--- config.mk ---
export PLATFORM = sky130hd
export DESIGN_NAME = cache_bus_arbiter
export DESIGN_NICKNAME = d
export VERILOG_FILES = /design/src/rtl/cache_bus_arbiter.sv
export SDC_FILE = /design/constraint.sdc
export NUM_CORES = 1
export LEC_CHECK = 0
export CAP_MARGIN = 20
export CORE_AREA = 5 5 124 126
export CTS_BUF_LIST = sky130_fd_sc_hd__clkbuf_8 sky130_fd_sc_hd__clkbuf_16
export DETAILED_ROUTE_END_ITERATION = 6
export DIE_AREA = 0 0 129 131
export SLEW_MARGIN = 30
export SYNTH_ARGS = -nofsm -noshare
export SYNTH_HDL_FRONTEND = slang
export SYNTH_SLANG_ARGS = --single-unit
--- constraint.sdc ---
create_clock -name i_clk -period 4.64 [get_ports i_clk]
set_input_delay 0.928 -clock i_clk [delete_from_list [all_inputs] [get_ports i_clk]]
set_output_delay 0.928 -clock i_clk [all_outputs]
set_load 0.005 [all_outputs]
--- src/rtl/cache_bus_arbiter.sv ---
// Two-master pipelined Wishbone arbiter: I-cache refill (A) and D-cache refill/write-back (B)
// share one memory bus, with per-cycle ownership, round-robin ties, outstanding tracking and a watchdog.
module cache_bus_arbiter #(
    parameter int AW        = 32,
    parameter int DW        = 32,
    parameter int LGOUT     = 4,
    parameter int LGTIMEOUT = 10
) (
    input  logic            i_clk,
    input  logic            i_reset,
    // master A (instruction-cache refill)
    input  logic            i_a_cyc,
    input  logic            i_a_stb,
    input  logic            i_a_we,
    input  logic [AW-1:0]   i_a_addr,
    input  logic [DW-1:0]   i_a_data,
    input  logic [DW/8-1:0] i_a_sel,
    output logic            o_a_stall,
    output logic            o_a_ack,
    output logic            o_a_err,
    output logic [DW-1:0]   o_a_data,
    // master B (data-cache refill / write-back)
    input  logic            i_b_cyc,
    input  logic            i_b_stb,
    input  logic            i_b_we,
    input  logic [AW-1:0]   i_b_addr,
    input  logic [DW-1:0]   i_b_data,
    input  logic [DW/8-1:0] i_b_sel,
    output logic            o_b_stall,
    output logic            o_b_ack,
    output logic            o_b_err,
    output logic [DW-1:0]   o_b_data,
    // memory side
    output logic            o_wb_cyc,
    output logic            o_wb_stb,
    output logic            o_wb_we,
    output logic [AW-1:0]   o_wb_addr,
    output logic [DW-1:0]   o_wb_data,
    output logic [DW/8-1:0] o_wb_sel,
    input  logic            i_wb_stall,
    input  logic            i_wb_ack,
    input  logic            i_wb_err,
    input  logic [DW-1:0]   i_wb_data,
    output logic [1:0]      o_grant,
    output logic [1:0]      dbg_state
);

    // Handshake: a request transfers on a cycle where o_wb_stb is high and i_wb_stall is low;
    // a master's request transfers when its stb is high and its stall is low. Each ack/err
    // answers exactly one earlier transfer, in order.

    typedef enum logic [1:0] {
        IDLE  = 2'd0,
        OWN_A = 2'd1,
        OWN_B = 2'd2,
        ABORT = 2'd3
    } state_t;

    // Fires one cycle before the counter would reach 2^LGTIMEOUT-1, so the error lands
    // exactly 2^LGTIMEOUT-1 cycles after the last accept or ack.
    localparam logic [LGTIMEOUT-1:0] WD_FIRE = {{(LGTIMEOUT-1){1'b1}}, 1'b0};

    state_t               state, state_nx;
    logic                 abort_b, abort_b_nx;
    logic                 last_b, last_b_nx;
    logic [LGOUT-1:0]     outs;
    logic [LGTIMEOUT-1:0] wd;

    logic own_a, own_b, in_abort, owned;
    logic full, x_cyc, x_stb, accept, ack_in, err_in;
    logic wd_count, wd_fire, release_now, enter_abort, abort_cyc;

    // Outputs are forced to their idle values while reset is held.
    assign own_a    = (state == OWN_A) & ~i_reset;
    assign own_b    = (state == OWN_B) & ~i_reset;
    assign in_abort = (state == ABORT) & ~i_reset;
    assign owned    = own_a | own_b;
    assign full     = &outs;

    assign x_cyc = own_b ? i_b_cyc : i_a_cyc;
    assign x_stb = own_b ? i_b_stb : i_a_stb;

    assign o_wb_cyc  = owned & x_cyc;
    assign o_wb_stb  = owned & x_cyc & x_stb & ~full;
    assign o_wb_we   = own_b ? i_b_we   : i_a_we;
    assign o_wb_addr = own_b ? i_b_addr : i_a_addr;
    assign o_wb_data = own_b ? i_b_data : i_a_data;
    assign o_wb_sel  = own_b ? i_b_sel  : i_a_sel;

    assign accept   = o_wb_stb & ~i_wb_stall;
    assign ack_in   = owned & i_wb_ack;
    assign err_in   = owned & i_wb_err;
    assign wd_count = owned & (outs != '0) & ~i_wb_ack & ~i_wb_err;
    assign wd_fire  = wd_count & (wd == WD_FIRE);

    assign o_a_stall = ~own_a | i_wb_stall | full;
    assign o_a_ack   = own_a & i_wb_ack;
    assign o_a_err   = own_a & (i_wb_err | wd_fire);
    assign o_a_data  = i_wb_data;

    assign o_b_stall = ~own_b | i_wb_stall | full;
    assign o_b_ack   = own_b & i_wb_ack;
    assign o_b_err   = own_b & (i_wb_err | wd_fire);
    assign o_b_data  = i_wb_data;

    assign o_grant   = {own_b | (in_abort & abort_b), own_a | (in_abort & ~abort_b)};
    assign dbg_state = state;
    assign abort_cyc = abort_b ? i_b_cyc : i_a_cyc;

    always_comb begin
        state_nx    = state;
        abort_b_nx  = abort_b;
        last_b_nx   = last_b;
        release_now = 1'b0;
        enter_abort = 1'b0;
        case (state)
            IDLE: begin
                if (i_a_cyc && (!i_b_cyc || last_b)) state_nx = OWN_A;
                else if (i_b_cyc)                    state_nx = OWN_B;
            end
            OWN_A: begin
                if (!i_a_cyc) begin
                    release_now = 1'b1;
                    last_b_nx   = 1'b0;
                    state_nx    = i_b_cyc ? OWN_B : IDLE;
                end else if (wd_fire) begin
                    enter_abort = 1'b1;
                    abort_b_nx  = 1'b0;
                    state_nx    = ABORT;
                end
            end
            OWN_B: begin
                if (!i_b_cyc) begin
                    release_now = 1'b1;
                    last_b_nx   = 1'b1;
                    state_nx    = i_a_cyc ? OWN_A : IDLE;
                end else if (wd_fire) begin
                    enter_abort = 1'b1;
                    abort_b_nx  = 1'b1;
                    state_nx    = ABORT;
                end
            end
            ABORT: begin
                if (!abort_cyc) begin
                    release_now = 1'b1;
                    last_b_nx   = abort_b;
                    if (abort_b) state_nx = i_a_cyc ? OWN_A : IDLE;
                    else         state_nx = i_b_cyc ? OWN_B : IDLE;
                end
            end
            default: state_nx = IDLE;
        endcase
    end

    always_ff @(posedge i_clk) begin
        if (i_reset) begin
            state   <= IDLE;
            abort_b <= 1'b0;
            last_b  <= 1'b1;
            outs    <= '0;
            wd      <= '0;
        end else begin
            state   <= state_nx;
            abort_b <= abort_b_nx;
            last_b  <= last_b_nx;

            if (release_now || enter_abort || err_in || !owned)
                outs <= '0;
            else if (accept && !ack_in)
                outs <= outs + 1'b1;
            else if (!accept && ack_in && outs != '0)
                outs <= outs - 1'b1;

            if (release_now || enter_abort || !wd_count)
                wd <= '0;
            else
                wd <= wd + 1'b1;
        end
    end

endmodule

======== After elaboration in Yosys (flattened, before gate mapping) ========
Cells that the tools add are included.
W data, S select, Z words.
cells by class
  $add $sub $neg .......................... 3
  equality and inequality tests ........... 12
  mux-type cells .......................... 36
  bitwise operators ....................... 35
  reduce and logical (&&, ||, !) cells .... 25
operators by type and width
  operator                 number
  $mux W32                 2
  $and A1 B1 Y1            19
  $mux W1                  18
  $mux W2                  8
  $ne A2 B2 Y1 const B     7
  $mux W4                  3
  $add A10 B1 Y10 const B  1
  $eq A10 B10 Y1 const B   1
  $not A1 Y1               8
  $or A1 B1 Y1             8
  $pmux W2 S4              1
  $reduce_and A4 Y1        2
  $pmux W1 S3              2
  $logic_not A1 Y1         5
  $logic_or A1 B1 Y1       5
  $reduce_and A5 Y1        1
  $add A4 B1 Y4 const B    1
  $eq A2 B2 Y1 const B     2
  $logic_and A1 B1 Y1      4
  $pmux W1 S2              2
  $reduce_bool A2 Y1       2
  $reduce_bool A4 Y1       1
  $reduce_or A2 Y1         2
  $sub A4 B1 Y4 const B    1
  other kinds (5)          5
word-level totals
  bits in registers ....................... 18
  input port bits ......................... 179
  output and inout port bits .............. 145
  logic and storage cells ................. 116

======== Longest topological paths before layout ========
Gate-level depths: netlist of the first run.
  depth in word-level cells ............... 14
  mapped depth ............................ 13
  gate-level depth less buffers ........... 12

======== Worst setup path after synthesis of the first run ========
No wires, ideal clock.
  kind .................................... input to output
  from .................................... input i_reset
  to ...................................... output o_wb_addr[0]
  data arrival time ....................... 2,053 ps
  data required time ...................... 3,712 ps
  setup slack ............................. 1,659 ps
  cell stages on the path ................. 5
  buffers on the path ..................... 2
  cell sequence ........................... buf_2 clkinv_1 nand2_1 buf_2 mux2_2
between the ends
  word-level cells in the longest chain between the ends .. 3
RTL lines
  element             line  RTL
  start: declaration  10    input logic i_reset,
  $not A1 Y1          75    assign own_b = (state == OWN_B) & ~i_reset;
  $and A1 B1 Y1       75
  $mux W32            86    assign o_wb_addr = own_b ? i_b_addr : i_a_addr;
  end: declaration    37    output logic [AW-1:0] o_wb_addr,
Every way passes these cells.

======== Worst setup path in the final report of the first run ========
  from .................................... input i_reset
  to ...................................... output o_wb_addr[12]
Same word-level chain as after synthesis.

==> flow_summary.yaml, run 1 <==
power_and_ir_drop:
  powerDensity_nw_per_um2: 277
  vdd_drop_max_v: 0.000171
  p_leak_nw: 1.74
worst_setup_path:
  endpoint_kind: "primary output"
  cp.arrival_ps: 3280
  cp_common_cell: "clkdlybuf4s50_1"
  startpoint: "i_reset"
  crit_family: "buffers and inverters"
  crit_fanout: 31
  worst-path-buf-inv: 4
  r2r_start: "dbg_state[0]"
  required_ps: 3710
  crit_slowest_cell: "clkdlybuf4s50_1"
  critPathMaxStageDelay_ps: 540
  critical_path_class: "in2out"
  crit_chain: "clkdlybuf4s50_1 > clkinv_1 > nand2_4 > buf_12 > mux2_2 > clkdlybuf4s50_1"
  startpoint_type: "input pin"
cells_and_area:
  layout-drive-gt1-share_pct: 18.9
  nets: 644
  nFillCells: 1481
  area_growth_pct: 82.7
  final_cells: 638
  final-seq-area_um2: 360
  multi_input_area_um2: 1630
  num_antenna_cells: 0
timing:
  rsz0062_at_grt: "no"
  fin_skew_ps: 3.77
  setup_violations: 0
  final.setup.tns_ps: 0
  slew_violations: 0
  min_period_ps: 4210
  finalHoldViolCount: 0
  slew_headroom_pct: 67.7
  tightest_slew_ps: 480
  fmax_mhz: 238
  period_share_pct: 90.7
die:
  core_um2: 14200
  start_util_pct: 17.9
  dieArea_um2: 16900
  rows: 44
  ios: 324
  die_x_um: 129
  die_y_um: 131
logic_synthesis:
  synth_warnings: 0
  synth.net_count: 482
  synth_edf_count: 0
  synth_area_leaders: "mux2_2, buf_4, dfxtp_1, ha_1, nor2_1"
  synthTopCellsByCount: "mux2_2, buf_4, nor2_1"
  syn_area_per_cell_um2: 8.70
  synth_top_area_share_pct: 31.8
  synth-seq-cells: 18
  yosysMostFrequentCell: "mux2_2"
  synthArstFlopShare_pct: 0
  netlist_area_um2: 2550
  ys_types: 43
  synth_cells: 293
  dominantRegCellSynth: "dfxtp_1"
  yosysSeqAreaShare_pct: 14.1
  synth_area_leader_cell: "mux2_2"
global_routing:
  grt_start_max_net_pins: 32
  grt_pass1_vias: 2929
  grt_antenna_before_repair: 0
  grtUsageTotal_pct: 15.8
  grt_pass1_wl_um: 19300
  grt_remaining_overflow: 0
placement:
  gp_congestion: 0.983
  io_buffer_count: 227
  dpl.hpwl_um: 13200
  dp.cells: 634
clock_network:
  post_cts_resized: 0
  cts_buffers: 3
  clock-root-buffer: "clkbuf_16"
  clkTransAtPathRegs_ps: 50
  cts_hold_buf: 0
  clockBufferDepth: 2
  htreeDepth: 1
  post_cts_buffers: 0
  cts_tree: "built"
  clk_latency_ps: 250
  cts_sinks: 18
routing:
  route.detailed.drc: 0
  avgViaCountPerCell: 4.27
  drt_first_iter_violations: 96
  firstDrtPassIters: 4
  num_vias: 2724
  drt_wl_total_um: 14900
  wire_per_inst_um: 23.3
  ant_nets: 0
hold_path:
  hp-start: "wd[0]"
  hp-class: "reg2reg"
outcome:
  run_status: "complete, no violations"
run:
  maxCapViolations: 0
routing by layer:
layer / track usage, % / share of wire [%]
met5: 0 / 0
met2: 30.0 / 54
met1: 14.6 / 31
met4: 7.66 / 5.2
met3: 6.42 / 9.5
cell type report:
cell class / instances / share of cell area (%)
multi-input combinational: 192 / 35.0
timing repair buffer: 231 / 49.7
clock buffer: 4 / 1.91
sequential: 18 / 7.74
tap: 184 / 4.94
inverter: 9 / 0.725
path summary, 6_finish.rpt:
kind              depth (start not counted)             to  slack [ps]
setup / recovery                          6  o_wb_addr[12]         430
hold / removal                            1          wd[0]         470
setup reg to reg                         10        outs[1]        1660
hold reg to reg                           1          wd[0]         470
per-stage QoR:
| stage | worst slack [ps] | hold WS, ps | utilization [%] | total power [mW] | instance area (µm²) |
|---|---|---|---|---|---|
| floorplan | 1660 | 437 | - | 0.620 | 2550 |
| global placement | 417 | 451 | 32.2 | 1.11 | 4570 |
| detailed placement | 400 | 463 | 32.2 | 1.11 | 4570 |
| CTS | 409 | 476 | 32.8 | 1.32 | 4660 |
| global route | 311 | 502 | 32.8 | 1.38 | 4660 |
| finish | 430 | 471 | 32.8 | 1.29 | 4660 |
cells in the final DEF, fill, tap and decap left out, types with 5 or more instances in the layout:
cell | netlist | routed
clkdlybuf4s50_1 | 0 | 227
mux2_2 | 72 | 72
nor2_1 | 27 | 27
dfxtp_1 | 18 | 18
ha_1 | 9 | 9
inv_1 | 8 | 8
nand2_1 | 9 | 8
nand3_1 | 7 | 7
nor3_1 | 6 | 6
xor2_1 | 6 | 6
and3_1 | 5 | 5
xnor2_1 | 5 | 5
power by group:
part / internal, mW / switching [mW] / total, mW / leakage (nW)
clock network: 0.131 / 0.0633 / 0.195 / 0.0442
logic: 0.547 / 0.370 / 0.917 / 1.55
registers: 0.166 / 0.0134 / 0.179 / 0.146
total: 0.844 / 0.447 / 1.29 / 1.74
flip-flops by register name (all words and copies together), names as in the netlist:
| register | cells |
|---|---|
| abort_b | 1 |
| dbg_state | 2 |
| last_b | 1 |
| outs | 4 |
| wd | 10 |
worst register-to-register path, cell delays in order (launching register included):
cell and delay [ps]:
dfxtp_1 370, inv_1 130, ha_1 440, and2_1 310
o2111ai_2 260, nor2_1 200, inv_1 110, fa_1 530
inv_1 50, o311a_1 330, nor3_1 170
cells by family after synthesis:
kind of cell | after synthesis | share of synthesized area (%)
xor+xnor | 11 | 3.78
fa+ha+maj | 10 | 5.20
simple gates | 71 | 14.1
mux | 74 | 32.6
compound gates | 26 | 7.90
flops | 18 | 14.1
buf+inv | 83 | 22.2
No activity file was read; power rests on OpenSTA's default activity.
==> run 2, diff against run 1 <==
- RECOVER_POWER: default -> 100
==> run 2 against run 1 <==
Compared with the run above: core utilization down 0.13 points; first-iteration DRC count decreased by 5.2%; final cell count unchanged; clock skew grew 0.66 ps; power fell by 4.1%; non-clock buffer count unchanged; largest cell class unchanged; largest power group unchanged; highest routed layer unchanged.
==> flow_summary.yaml, run 2 (same netlist as run 1, synthesis figures left out) <==
cells_and_area:
  final_common_cell: "clkdlybuf4s50_1"
  nets: 644
  num_antenna_cells: 0
  top_register: "wd"
  largest_reg_flops: 10
  nFillCells: 1485
  layout_common_cells: "clkdlybuf4s50_1, dlygate4sd3_1, mux2_2"
  area_growth_pct: 82.0
  layout-drive-gt1-share_pct: 14.8
timing:
  slew_violations: 0
  fin_skew_ps: 4.43
  period_share_pct: 94.2
  fmax_mhz: 229
  finalHoldViolCount: 0
  min_period_ps: 4370
  rsz0062_at_grt: "no"
  finalWorstSetupSlack_ps: 269
  slew_headroom_pct: 61.2
  tightest_slew_ps: 581
  setup_violations: 0
  final.setup.tns_ps: 0
worst_setup_path:
  startpoint_type: "input pin"
  required_ps: 3710
  critPathMaxStageDelay_ps: 620
  cp.arrival_ps: 3440
  crit_slowest_cell: "dlygate4sd3_1"
  cp_common_cell: "dlygate4sd3_1"
  worst-path-buf-inv: 4
  critical_path_class: "in2out"
  endpoint_kind: "primary output"
  crit_chain: "dlygate4sd3_1 > clkinv_1 > nand2_4 > buf_4 > mux2_2 > dlygate4sd3_1"
  crit_fanout: 19
  crit_family: "buffers and inverters"
placement:
  place_ws_ps: 400
  dpl.hpwl_um: 13200
  io_buffer_count: 227
  gp_congestion: 0.983
routing:
  wire_per_inst_um: 23.4
  ant_nets: 0
  drt_wl_total_um: 14900
  avgViaCountPerCell: 4.25
  route.detailed.drc: 0
  num_vias: 2711
  firstDrtPassIters: 4
  drt_first_iter_violations: 91
clock_network:
  cts_sinks: 18
  post_cts_buffers: 0
  cts_tree: "built"
  cts_hold_buf: 0
  clock-root-buffer: "clkbuf_16"
  clockBufferDepth: 2
  clk_latency_ps: 250
  htreeDepth: 1
  clkTransAtPathRegs_ps: 50
  cts_buffers: 3
  post_cts_resized: 0
global_routing:
  grt_start_max_net_pins: 32
  grt_pass1_vias: 2929
  grtUsageTotal_pct: 15.8
  grt_antenna_before_repair: 0
  grt_remaining_overflow: 0
  grt_pass1_wl_um: 19300
power_and_ir_drop:
  powerDensity_nw_per_um2: 267
  vdd_drop_max_v: 0.000170
  p_leak_nw: 1.77
die:
  die_x_um: 129
  rows: 44
  ios: 324
  core_um2: 14200
  dieArea_um2: 16900
  start_util_pct: 17.9
  die_y_um: 131
run:
  maxCapViolations: 0
outcome:
  run_status: "complete, no violations"
hold_path:
  hp-class: "reg2reg"
run 2: cell count changes in the layout (fill, tap and decap cells not counted), moves of 15 or more:
cell             delta
clkdlybuf4s50_1    -60
mux2_1             +15
dlygate4sd3_1      +60
mux2_2             -15
run 2: layout make-up:
type                    instances  area [µm²]  share of cell area [%]
repair buffers                231        2310                    49.8
multi-input cells             192        1610                    34.8
flip-flops and latches         18         360                    7.77
well taps                     184         230                    4.96
clock buffers                   4        88.8                    1.92
inverters                       9        33.8                   0.728
run 2: worst paths after layout:
check / startpoint / to / slack [ps] / cells after the start
max reg2reg: dbg_state[0] / outs[1] / 1500 / 10
min: wd[0] / wd[0] / 470 / 1
max: i_reset / o_wb_data[24] / 270 / 6
min reg2reg: wd[0] / wd[0] / 470 / 1
run 2: metrics by stage:
step / cells / utilization, % / cell area (µm²) / total power, mW / hold slack [ps]
floorplan: 293 / - / 2550 / 0.620 / 437
global placement: 634 / 32.2 / 4570 / 1.11 / 451
detailed placement: 634 / 32.2 / 4570 / 1.11 / 463
CTS: 638 / 32.8 / 4660 / 1.32 / 476
global route: 638 / 32.7 / 4640 / 1.33 / 502
finish: 638 / 32.7 / 4640 / 1.24 / 471
run 2: power by group:
group          internal [mW]  total (mW)  switching [mW]
registers              0.166       0.179          0.0130
clock network          0.131       0.193          0.0622
logic                  0.501       0.865           0.364
total                  0.798        1.24           0.440
run 2: layer usage:
metal	vias up	wire [µm]	GRT usage [%]
met5	-	0	0
li1	1286	-	-
met4	0	787	7.66
met2	116	8010	30.0
met3	50	1450	6.42
met1	1259	4680	14.6
==> RTL edit: new RTL, config.mk and constraints of run 1 <==
Register the output `dbg_state` once more, without a reset; this adds one clock of latency there. The other outputs are not delayed to match.
--- a/src/rtl/cache_bus_arbiter.sv
+++ b/src/rtl/cache_bus_arbiter.sv
@@ -104,7 +104,9 @@
     assign o_b_data  = i_wb_data;
 
     assign o_grant   = {own_b | (in_abort & abort_b), own_a | (in_abort & ~abort_b)};
-    assign dbg_state = state;
+    always_ff @(posedge i_clk) begin
+        dbg_state <= state;
+    end
     assign abort_cyc = abort_b ? i_b_cyc : i_a_cyc;
 
     always_comb begin
Function: changed (a bounded check fails within 4 cycles, from zero or initial values and one cycle with i_reset high).
==> RTL edit against run 1 <==
- combinational power is 2.7% higher
- clock power is 3% lower
- total power is 3.9% higher
- routed wire length is 3.9% higher
- die area stayed put
- count of clock-buffer cells in the layout stayed put
- setup slack better by 0.30 ns
- area after synthesis is 4.4% higher
- fmax is 7.8% higher
- register-to-register slack worse by 0.05 ns
- sequential cell count is 2 higher
- sequential share of layout area is 0.65 points higher
- final area is 2.6% higher
- critical path type unchanged
- critical endpoint is now o_a_err
==> RTL edit: results (changes against run 1) <==
Parameter                              Value

Yosys
  Count of cell types in the netlist ... 45 (+4.7%)
  Share of synthesized area spent on multiplexers ... 0.0287 (-0.297)
  Area fraction in compound gates after synthesis ... 0.0677 (-0.0113)
  Fraction of synthesized cell area taken by the top area cell type ... 0.307 (-0.0106)
  Net count of the mapped netlist ... 632 (+31%)
  Arithmetic-cell share of the synthesized area counting full adders, half adders and majority gates ... 0.0498 (-0.00220)
  Top cells by area, synth ... nand2_1 (31%), buf_4 (18%), dfxtp_1 (15%)
  Parity-gate share of the synthesized area counting xor and xnor cells ... 0.0296 (-0.00818)
  Seq/Total Area, Yosys ... 0.150 (+0.00906)
  Cell types with the highest counts after synthesis ... nand2_1 (218), buf_4 (64), nor2_1 (26)
  Netlist Area Pre-Place ... 0.00266 mm2 (+4.4%)

Timing
  Slew headroom ... 0.701 (+0.0237)
  Worst Hold Margin ... 0.420 ns (-0.0513 ns)
  Worst clock skew on the final layout ... 0.00337 ns (-0.000400 ns)

Global route
  Largest net degree at the start of global routing ... 57 (+78%)
  Via count of the first global-routing pass ... 3055 (+4.3%)
  Initial antenna violation count ... 2 (+2)
  Met1 track utilization from global routing ... 0.241 (+0.0945)
  Met3 Track Usage GR ... 0.110 (+0.0459)
  Wire length of the first global-routing pass ... 20500 um (+6.3%)
  Global Route Usage Sum ... 0.165 (+0.00727)
  Global Route met2 Usage ... 0.200 (-0.100)

Cells and area
  Filler cell count in the final layout ... 1550 (+4.7%)
  Number of nets at the end of the flow ... 788 (+22%)
  Ratio of cells with drive above 1 in the final layout ... 0.0385 (-0.151)

Placement
  Detailed placer's ending HPWL ... 13100 um (-0.68%)
  Routability-driven placement congestion ratio ... 0.831 (-16%)

Worst setup path
  CP Capture Point ... o_a_err
  Destination of the worst register-to-register timing path ... outs[3]
  R2r startpoint ... state[0]
  Slowest Stage Delay on Critical Path ... 0.55 ns
  Reg-to-reg slack, setup ... 1.61 ns (-0.05 ns)
  Crit path max fanout ... 10 (-68%)
  Worst reg-to-reg path cell count ... 11 (+1)

Run status
  Result of the run ... finished clean

Power and ir drop
  Peak supply drop ... 0.289 mV (+69%)
  Static power due to leakage ... 2.06 nW (+18%)
  Flop+latch power ... 0.209 mW (+17%)
  Proportion of power drawn by the clock network ... 0.142 (-0.009)
  Switching power ... 0.512 mW (+15%)

Clocking
  Longest Clk Path Bufs ... 2 (unchanged)
  Worst-path clk slew ... 0.05 ns (about the same)

Min path
  Cell count of the worst hold path ... 0 (-1)
  Source of the worst hold timing path ... state[0]
  Endpoint with the worst hold slack ... dbg_state[0]

Detailed routing
  Post-detailed-routing wire length ... 15500 um (+3.9%)
  Vias per std cell ... 4.14 (-3.1%)
  DRT iter0 DRCs ... 174 (+81%)
==> RTL edit: changes by cell type in the layout (fill, tap and decap cells not counted), sizes merged, moves of 3 or more <==
cell and change:
a22oi -3, mux2 -70, nor2b +3, nand2 +209, mux2i +3
==> RTL edit: layout make-up <==
cell class / instances / share of cell area
inverter: 7 / 0.00550
timing repair buffer: 233 / 0.490
multi-input combinational: 334 / 0.353
sequential: 20 / 0.0838
clock buffer: 4 / 0.0186
tap: 184 / 0.0482
==> RTL edit: stage by stage <==
stage,setup WS [ns],total power [mW],instances,util,cell area [um2]
finish,0.735,1.34,782,0.336,4780
global route,0.625,1.45,782,0.336,4780
CTS,0.727,1.36,782,0.336,4780
detailed placement,0.736,1.16,778,0.330,4690
global placement,0.716,1.17,778,0.330,4690
floorplan,1.85,0.628,443,-,2660
==> RTL edit: routing by layer <==
metal	part of all wire	routed length, um	vias to the layer above
met5	0.0017	26	-
met4	0.011	172	4
met2	0.36	5640	186
li1	-	-	1642
met1	0.46	7080	1384
met3	0.17	2560	20
